==> src/rtl/addr_seq_pkg.sv <==
// Shared types and constants for the address sequencer.
// Default field widths give an 8-bit {col,row} address.
package addr_seq_pkg;

  localparam int COLINDEXBITS_DFLT = 4;
  localparam int ROWINDEXBITS_DFLT = 4;
  localparam int ADDR_BITS         = COLINDEXBITS_DFLT + ROWINDEXBITS_DFLT;

  localparam logic MODE_LINEAR = 1'b0;
  localparam logic MODE_TABLE  = 1'b1;

  typedef enum logic {
    IDLE = 1'b0,
    RUN  = 1'b1
  } seq_state_t;

endpackage

==> src/rtl/address_table.sv <==
// Programmable address table: synchronous write, combinational read, no reset.
// Contents are undefined until the host writes them.
module address_table
  import addr_seq_pkg::*;
#(
  parameter int AW         = ADDR_BITS,
  parameter int DEPTH      = 32,
  parameter int IDXBITS    = 5
) (
  input  logic               clk_i,
  input  logic               wr_en_i,
  input  logic [IDXBITS-1:0] wr_idx_i,
  input  logic [AW-1:0]      wr_dat_i,
  input  logic [IDXBITS-1:0] rd_idx_i,
  output logic [AW-1:0]      rd_dat_o
);

  logic [AW-1:0] mem_q [DEPTH];

  always_ff @(posedge clk_i) begin
    if (wr_en_i) mem_q[wr_idx_i] <= wr_dat_i;
  end

  assign rd_dat_o = mem_q[rd_idx_i];

endmodule

==> src/rtl/address_sequencer.sv <==
// Emits {col,row} addresses (linear sweep or table) over valid/ready; first valid 1 cycle after start,
// address/addrValid hold while storageReady=0. Optional multi-pass repeat under ADDR_SEQ_REPEAT_EN.
module address_sequencer
  import addr_seq_pkg::*;
#(
  parameter int COLINDEXBITS = 4,
  parameter int ROWINDEXBITS = 4,
  parameter int TABLEDEPTH   = 32,
  parameter int TABLEIDXBITS = 5
) (
  input  logic                                 clock,
  input  logic                                 resetN,
  input  logic                                 start,
  input  logic                                 mode,
  input  logic [COLINDEXBITS+ROWINDEXBITS-1:0] firstAddr,
  input  logic [COLINDEXBITS+ROWINDEXBITS-1:0] lastAddr,
  input  logic [TABLEIDXBITS:0]                tableLen,
  input  logic                                 tblWrEn,
  input  logic [TABLEIDXBITS-1:0]              tblWrIdx,
  input  logic [COLINDEXBITS+ROWINDEXBITS-1:0] tblWrData,
  input  logic                                 storageReady,
`ifdef ADDR_SEQ_REPEAT_EN
  input  logic [7:0]                           numPasses,
  output logic [7:0]                           passCount,
`endif
  output logic [COLINDEXBITS+ROWINDEXBITS-1:0] address,
  output logic                                 addrValid,
  output logic                                 busy,
  output logic                                 done
);

  localparam int AW = COLINDEXBITS + ROWINDEXBITS;
  localparam logic [TABLEIDXBITS:0]   DEPTH_L  = (TABLEIDXBITS+1)'(TABLEDEPTH);
  localparam logic [TABLEIDXBITS:0]   LEN_ONE  = (TABLEIDXBITS+1)'(1);
  localparam logic [TABLEIDXBITS-1:0] IDX_ONE  = TABLEIDXBITS'(1);
  localparam logic [AW-1:0]           ADDR_ONE = AW'(1);

  seq_state_t            state_q;
  logic                  mode_q, vld_q, busy_q, done_q;
  logic [AW-1:0]         addr_q, last_q;
  logic [TABLEIDXBITS:0] len_q;
  logic [TABLEIDXBITS-1:0] idx_q;

  logic                    xfer, last_beat, last_pass, wrap, tbl_wr;
  logic [TABLEIDXBITS:0]   len_d;
  logic [TABLEIDXBITS-1:0] rd_idx;
  logic [AW-1:0]           rd_dat, rd_fwd, addr_d;

`ifdef ADDR_SEQ_REPEAT_EN
  logic [AW-1:0] first_q;
  logic [7:0]    npass_q, pass_q;
`endif

  always_comb begin
    len_d     = (tableLen > DEPTH_L) ? DEPTH_L : tableLen;
    xfer      = vld_q && storageReady;
    last_beat = (mode_q == MODE_TABLE) ? ({1'b0, idx_q} == len_q - LEN_ONE)
                                       : (addr_q == last_q);
`ifdef ADDR_SEQ_REPEAT_EN
    last_pass = (pass_q + 8'd1) >= npass_q;
`else
    last_pass = 1'b1;
`endif
    wrap   = last_beat && !last_pass;
    rd_idx = (state_q == IDLE || wrap) ? '0 : idx_q + IDX_ONE;
    // A table write landing with start must be visible to the first read.
    rd_fwd = (state_q == IDLE && tblWrEn && tblWrIdx == '0) ? tblWrData : rd_dat;
    tbl_wr = tblWrEn && (state_q == IDLE);
    if (mode_q == MODE_TABLE) addr_d = rd_fwd;
`ifdef ADDR_SEQ_REPEAT_EN
    else if (wrap)            addr_d = first_q;
`endif
    else                      addr_d = addr_q + ADDR_ONE;
  end

  address_table #(
    .AW      (AW),
    .DEPTH   (TABLEDEPTH),
    .IDXBITS (TABLEIDXBITS)
  ) u_table (
    .clk_i    (clock),
    .wr_en_i  (tbl_wr),
    .wr_idx_i (tblWrIdx),
    .wr_dat_i (tblWrData),
    .rd_idx_i (rd_idx),
    .rd_dat_o (rd_dat)
  );

  always_ff @(posedge clock or negedge resetN) begin
    if (!resetN) begin
      state_q <= IDLE;
      mode_q  <= MODE_LINEAR;
      addr_q  <= '0;
      last_q  <= '0;
      len_q   <= '0;
      idx_q   <= '0;
      vld_q   <= 1'b0;
      busy_q  <= 1'b0;
      done_q  <= 1'b0;
`ifdef ADDR_SEQ_REPEAT_EN
      first_q <= '0;
      npass_q <= 8'd1;
      pass_q  <= 8'd0;
`endif
    end else begin
      done_q <= 1'b0;
      case (state_q)
        IDLE: begin
          if (start) begin
            mode_q <= mode;
            last_q <= lastAddr;
            len_q  <= len_d;
            idx_q  <= '0;
`ifdef ADDR_SEQ_REPEAT_EN
            first_q <= firstAddr;
            npass_q <= (numPasses == 8'd0) ? 8'd1 : numPasses;
            pass_q  <= 8'd0;
`endif
            if (mode == MODE_TABLE && len_d == '0) begin
              done_q <= 1'b1;
            end else begin
              state_q <= RUN;
              vld_q   <= 1'b1;
              busy_q  <= 1'b1;
              addr_q  <= (mode == MODE_TABLE) ? rd_fwd : firstAddr;
            end
          end
        end
        RUN: begin
          if (xfer) begin
            if (last_beat && last_pass) begin
              state_q <= IDLE;
              vld_q   <= 1'b0;
              busy_q  <= 1'b0;
              done_q  <= 1'b1;
            end else begin
              addr_q <= addr_d;
              idx_q  <= wrap ? '0 : idx_q + IDX_ONE;
`ifdef ADDR_SEQ_REPEAT_EN
              if (wrap) pass_q <= pass_q + 8'd1;
`endif
            end
          end
        end
        default: state_q <= IDLE;
      endcase
    end
  end

  assign address   = addr_q;
  assign addrValid = vld_q;
  assign busy      = busy_q;
  assign done      = done_q;
`ifdef ADDR_SEQ_REPEAT_EN
  assign passCount = pass_q;
`endif

endmodule

==> config.mk <==
export PLATFORM = sky130hd
export DESIGN_NAME = address_sequencer
export DESIGN_NICKNAME = d
export VERILOG_FILES = /design/src/rtl/addr_seq_pkg.sv /design/src/rtl/address_table.sv /design/src/rtl/address_sequencer.sv
export SDC_FILE = /design/constraint.sdc
export NUM_CORES = 1
export LEC_CHECK = 0
export ABC_CLOCK_PERIOD_IN_PS = 5200
export BUFFER_PORTS_ARGS = -buffer_cell sky130_fd_sc_hd__buf_4
export CELL_PAD_IN_SITES_DETAIL_PLACEMENT = 2
export CELL_PAD_IN_SITES_GLOBAL_PLACEMENT = 2
export CORE_MARGIN = 10
export CORE_UTILIZATION = 48
export CTS_CLUSTER_SIZE = 28
export DETAILED_ROUTE_END_ITERATION = 10
export GPL_TIMING_DRIVEN = 1
export PLACE_DENSITY = 0.77
export RECOVER_POWER = 50
export SLEW_MARGIN = 30
export SYNTH_ARGS = -nofsm -noshare
export SYNTH_HDL_FRONTEND = slang
export SYNTH_HIERARCHICAL = 1
export SYNTH_SLANG_ARGS = --single-unit
==> constraint.sdc <==
create_clock -name clock -period 5.2 [get_ports clock]
set_input_delay 1.04 -clock clock [delete_from_list [all_inputs] [get_ports clock]]
set_output_delay 1.04 -clock clock [all_outputs]
set_load 0.02 [all_outputs]
# Yosys cells after proc, flatten, opt, wreduce, memory -nomap -nowiden
# Memory sizes are Yosys's and may differ from the RTL's.
# Index checks and enable logic that the tools add are counted.
op_classes:
  n_addsub: 3
  magnitude_cmp: 1
  eq_ne: 7
  muxes: 32
  bitwise_logic: 1
  reduce_logical: 10
op_table:
  columns: ["cell", "count"]
  rows:
  - ["8-bit 2-to-1 mux", 7]
  - ["5-bit 2-to-1 mux", 4]
  - ["8-bit one-hot mux with 2 select lines", 1]
  - ["1-bit 2-to-1 mux", 15]
  - ["5-bit one-hot mux with 2 select lines", 1]
  - ["8-bit by 1-bit adder with 8-bit output, second input constant", 1]
  - ["8-bit equality test", 1]
  - ["4-bit AND reduction", 2]
  - ["5-bit by 6-bit equality test with 1-bit output", 1]
  - ["6-bit > comparator, second input constant", 1]
  - ["6-bit zero test", 1]
  - ["6-bit 2-to-1 mux", 1]
  - ["2-bit inequality test, second input constant", 3]
  - ["1-bit one-hot mux with 2 select lines", 3]
  - ["6-bit by 1-bit subtractor with 6-bit output, second input constant", 1]
  - ["5-bit by 1-bit adder with 5-bit output, second input constant", 1]
  - ["5-bit zero test", 1]
  - ["1-bit logical AND", 4]
  - ["2-bit by 1-bit inequality test with 1-bit output, second input constant", 2]
  - ["3-bit AND reduction", 1]
  - ["2-bit AND reduction", 1]
  - ["1-bit NOT", 1]
word_totals:
  reg_bits: 31
  ramBits: 256
  inputBits: 41
  wordCells: 63
  n_memories: 1
mem_list:
  columns: ["memory", "words", "word_bits", "rd", "rd_ports_with_merged_regs", "write_ports", "line", "source"]
  rows:
  - ["u_table.mem_q", 32, 8, 1, 0, 1, "address_table.sv:18", "logic [AW-1:0] mem_q [DEPTH];"]

# Logic depth before layout (Yosys ltp)
logic_depth:
  depth_word: 8
  ltp_mapped: 14
  ltp_nobuf: 11

# By module
# Netlist, hierarchy kept.
by_module_without_submodules:
  columns: ["module", "instances", "cells_per_inst", "area_each_um2"]
  rows:
  - ["address_table", 1, 409, 9893.2]
  - ["address_sequencer", 1, 216, 2064.5]

# Least setup slack after synthesis
# Ideal clock, no wire load.
synth_timing:
  path_kind: "register -> register"
  startpoint: "reg state_q"
  endpoint: "reg addr_q[5] (netlist: address[5])"
  setup_time_ps: 125
  t_arrival_ps: 3437
  slack_ps: 1638
  stages_incl_launch_ff: 15
  n_path_buf: 5
  period_less_slack_ps: 3562
  path_cell_list: "dfrtp_1 -> buf_6 -> clkbuf_1 -> clkbuf_1 -> nand2_1 -> inv_1 -> clkbuf_1 -> clkbuf_1 -> mux4_2 -> mux4_2 -> mux2_2 -> mux2i_1 -> o211ai_1 -> o211a_1 -> mux2_4"
synth_via:
  word_cells_on_any_way: 18
  cone_classes: "4 x eq/ne; 9 x mux; 1 x bitwise; 3 x reduce/logical; 1 x memory"
synth_rtl:
  columns: ["element", "line", "source"]
  rows:
  - ["start: declaration", "address_sequencer.sv:38", "seq_state_t state_q;"]
  - ["start signal: assignment", "address_sequencer.sv:91", "state_q <= IDLE;"]
  - ["start signal: assignment", "address_sequencer.sv:122", "state_q <= RUN;"]
  - ["start signal: assignment", "address_sequencer.sv:132", "state_q <= IDLE;"]
  - ["5-bit 2-to-1 mux (*)", "address_sequencer.sv:65", "rd_idx = (state_q == IDLE || wrap) ? '0 : idx_q + IDX_ONE;"]
  - ["named net rd_idx[2]", "address_sequencer.sv:46", "logic [TABLEIDXBITS-1:0] rd_idx;"]
  - ["memory read 32 x 8 bit (*)", null, null]
  - ["named net rd_dat[5]", "address_sequencer.sv:47", "logic [AW-1:0] rd_dat, rd_fwd, addr_d;"]
  - ["8-bit 2-to-1 mux (*)", "address_sequencer.sv:67", "rd_fwd = (state_q == IDLE && tblWrEn && tblWrIdx == '0) ? tblWrData : rd_dat;"]
  - ["8-bit 2-to-1 mux, on equally long branches", "address_sequencer.sv:69, address_sequencer.sv:125", null]
  - ["8-bit 2-to-1 mux, on equally long branches", "address_sequencer.sv:131, address_sequencer.sv:119", null]
  - ["8-bit 2-to-1 mux, on equally long branches", "address_sequencer.sv:130, address_sequencer.sv:109", null]
  - ["8-bit one-hot mux with 2 select lines (*)", "address_sequencer.sv:107", "case (state_q)"]
  - ["end signal: assignment", "address_sequencer.sv:125", "addr_q <= (mode == MODE_TABLE) ? rd_fwd : firstAddr;"]
  - ["end signal: assignment", "address_sequencer.sv:137", "addr_q <= addr_d;"]
  - ["end: declaration", "address_sequencer.sv:40", "logic [AW-1:0] addr_q, last_q;"]
# The timed path passes the listed nets; every way through them passes the cells marked *. The select of a mux whose other input is x is not followed.
# A chain may end at the register's enable or synchronous reset.

# Worst setup path in the final report
layout_timing:
  startpoint: "reg idx_q[0]"
  endpoint: "reg addr_q[3] (netlist: address[3])"
layout_via:
  elab_chain_cells: 8
  word_cells_on_any_way: 15
  cone_classes: "1 x add/sub; 2 x eq/ne; 10 x mux; 1 x reduce/logical; 1 x memory"
layout_lines:
  columns: ["element", "line", "source"]
  rows:
  - ["start: declaration", "address_sequencer.sv:42", "logic [TABLEIDXBITS-1:0] idx_q;"]
  - ["start signal: assignment", "address_sequencer.sv:138", "idx_q <= wrap ? '0 : idx_q + IDX_ONE;"]
  - ["5-bit by 1-bit adder with 5-bit output (*)", "address_sequencer.sv:65", null]
  - ["5-bit 2-to-1 mux (*)", "address_sequencer.sv:65", null]
  - ["named net rd_idx[2]", "address_sequencer.sv:46", null]
  - ["memory read 32 x 8 bit (*)", null, null]
  - ["named net rd_dat[3]", "address_sequencer.sv:47", null]
  - ["8-bit 2-to-1 mux (*)", "address_sequencer.sv:67", null]
  - ["8-bit 2-to-1 mux, on equally long branches", "address_sequencer.sv:69, address_sequencer.sv:125", null]
  - ["8-bit 2-to-1 mux, on equally long branches", "address_sequencer.sv:131, address_sequencer.sv:119", null]
  - ["8-bit 2-to-1 mux, on equally long branches", "address_sequencer.sv:130, address_sequencer.sv:109", null]
  - ["8-bit one-hot mux with 2 select lines (*)", "address_sequencer.sv:107", null]
# Marks and branches as above.

==> impl_metrics.ini <==
[final_layout]
fillers = 2094
num_antenna_cells = 0
utilization = 0.555
instances_no_fill = 1031
drive_gt1_frac = 0.297
fin_nets = 728
syn2layout_area_growth_pct = 13.3

[status]
outcome = finished with violations
failed_checks = max-capacitance violations, max-slew violations

[floorplan]
rows = 57
fp.dieArea_um2 = 31600
initial_core_util = 0.490
fp.coreArea_um2 = 24400
io_pins = 52
die_h_um = 178
die_w_um = 178

[power]
peakVddDrop_mv = 0.348
powerDensity_nw_per_um2 = 576
p_leak_nw = 4.50

[worst_setup_path]
end_kind = flip-flop
worstPathMaxFanout = 18
critPathKind = flip-flop to flip-flop
cpPeakStageDelay_ps = 510
cp.arrival_ps = 4280
path_delay_family = multiplexers
worstPathCellList = ha_1 -> xor2_1 -> nand2_1 -> inv_2 -> buf_4 -> mux4_2 -> mux4_2 -> mux2_2 -> mux2i_1 -> a211oi_1 -> a21oi_1 -> mux2i_1
path_buf_inv = 2
cp.required_ps = 5590
regToRegStartpoint = idx_q[0]
reg2reg_slack_ps = 1310
worst-r2r-cell-count = 12
crit_path_top_delay_cell = mux4_2
start_kind = flip-flop
r2r-end = address[3]

[hold_path]
min_path_type = flip-flop to flip-flop
hold_depth = 1
whs_endpoint = last_q[4]
hold_path_startpoint = last_q[4]

[clock_network]
clock-sinks = 287
cts_resized = 0
cts_buffers = 30
root_buffer = clkbuf_16
clk_latency_ps = 570
cts_tree = yes
htreeDepth = 1
cts_hold_repair.buffers = 0
path_clk_slew_ps = 60
clock_tree.buffer_depth = 3
cts_setup_buffers = 0

[yosys]
ys_seq_area_frac = 0.708
ys_ff_latch = 287
yosysWarnings = 6
syn_area_um2 = 12000
syn_nets = 669
yosysUniqueCellTypes = 42
syn_inst = 625
syn_area_per_cell_um2 = 19.1

[placed_design]
place_inst = 976
hpwl_um = 20500
portBuffers = 51
gp_congestion = 0.795

[timing]
slew_viol_final = 270
fin_skew_ps = 23.8
fin_tns_setup_ps = 0
min_period_ps = 3890
maxSlewHeadroom = -0.216
setup_viol = 0
finalCritPeriodShare = 0.747
rsz0062_at_grt = false
hold_violations = 0
tightest_slew_ps = 1820
fmax_ghz = 0.257

[grt]
grt_pass1_vias = 6874
grt_max_degree = 66
overflow = 0
track_usage = 0.207
grt_pass1_wl_um = 48200
antenna_found_initial = 0

[route]
drt-total-wl_um = 32100
vias_per_cell = 6.12
drc = 0
ant_nets = 0
num_vias = 6313
drt-initial-drc-count = 615
wire_per_inst_um = 31.1
drtPass1Iterations = 5

[run]
cap_violations = 8
-- state kept, by name, indices dropped and copies added (netlist names) --
signal,flops
u_table/mem_q,256
address,8
last_q,8
len_q,6
idx_q,5
busy,1
done,1
mode_q,1
state_q,1
-- Yosys cell counts --
cell	count	area [µm²]
edfxtp_1	256	7690
mux4_2	80	1800
nor2_1	47	176
dfrtp_1	31	776
mux2_2	21	236
mux2i_1	20	200
nand2_1	15	56.3
xnor2_1	15	131
clkbuf_1	13	48.8
inv_1	13	48.8
a21oi_1	12	60.1
nand3_1	12	60.1
a211oi_1	7	52.6
buf_1	7	26.3
buf_4	7	52.6
nand2b_1	7	43.8
o21ai_0	7	35.0
xor2_1	7	61.3
and2_1	5	31.3
nand3b_1	5	37.5
nand4_1	4	25.0
ha_1	3	37.5
nor2b_1	3	18.8
nor3_1	3	15.0
or3b_2	3	26.3
and3_1	2	12.5
buf_6	2	22.5
nor4_1	2	12.5
o211a_1	2	20.0
or2b_2	2	17.5
a211oi_2	1	12.5
a21o_2	1	8.76
a21oi_2	1	8.76
a41oi_4	1	27.5
buf_2	1	5.00
mux2_4	1	15.0
nand2b_2	1	8.76
o211ai_1	1	7.51
o22ai_1	1	6.26
o31ai_2	1	12.5
or3_1	1	6.26
or3_2	1	7.51
-- layout by cell type (no fill, tap or decap), types with 15 or more instances in the layout --
cell type,instances
mux4_2,80
buf_4,44
xnor2_1,15
clkbuf_16,30
clkbuf_1,19
mux2i_1,20
mux2_2,21
edfxtp_1,256
nand2_1,15
nor2_1,39
dfrtp_1,31
-- per-layer routing --
metal / part of all wire / GRT usage / wire length [µm]
met1: 0.43 / 0.292 / 13700
met2: 0.49 / 0.334 / 15900
met3: 0.062 / 0.0353 / 1990
met4: 0.016 / 0.0392 / 501
met5: 0 / 0 / 0
-- worst max path at each step --
stage | start | to | slack [ps] | cells after the start
CTS | idx_q[0] | address[3] | 1330 | 12
floorplan | state_q | address[5] | 1640 | 14
detailed placement | idx_q[0] | address[5] | 1360 | 12
finish | idx_q[0] | address[3] | 1310 | 12
global placement | idx_q[0] | address[5] | 1510 | 12
global route | idx_q[0] | address[3] | 1140 | 12
-- power by group --
part	switching (mW)	leakage, nW	internal, mW
clock network	0.873	0.430	1.11
logic	1.53	1.39	1.48
registers	0.180	2.67	2.64
-- metrics by stage --
stage                     setup WS [ps]  total power, mW  area [µm²]  hold slack (ps)
after CTS                          1330             7.89       13600              432
after global placement             1510             5.71       12700              513
final                              1310             7.80       13500              533
after global routing               1140             8.18       13500              547
after floorplan                    1640             4.98       12000              491
after detailed placement           1360             5.88       12700              520
-- cell type report --
class                      instances  area [µm²]  share of cell area
clock inverter                    17         115             0.00850
inverter                          13        48.8             0.00360
sequential                       287        8460               0.625
multi-input combinational        295        3320               0.245
clock buffer                      38         781              0.0576
tap                              324         405              0.0299
timing repair buffer              57         412              0.0304
-- cell families after synthesis --
| family | Yosys count | share of synthesized area |
|---|---|---|
| multiplexers | 122 | 0.188 |
| XOR/XNOR | 22 | 0.0161 |
| buffers and inverters | 43 | 0.0171 |
| AO/OA/AOI/OAI | 35 | 0.0210 |
| AND/OR/NAND/NOR | 113 | 0.0465 |
| adder cells (fa/ha/maj) | 3 | 0.00314 |
| flip-flops | 287 | 0.708 |
(Power assumes the default switching activity.)
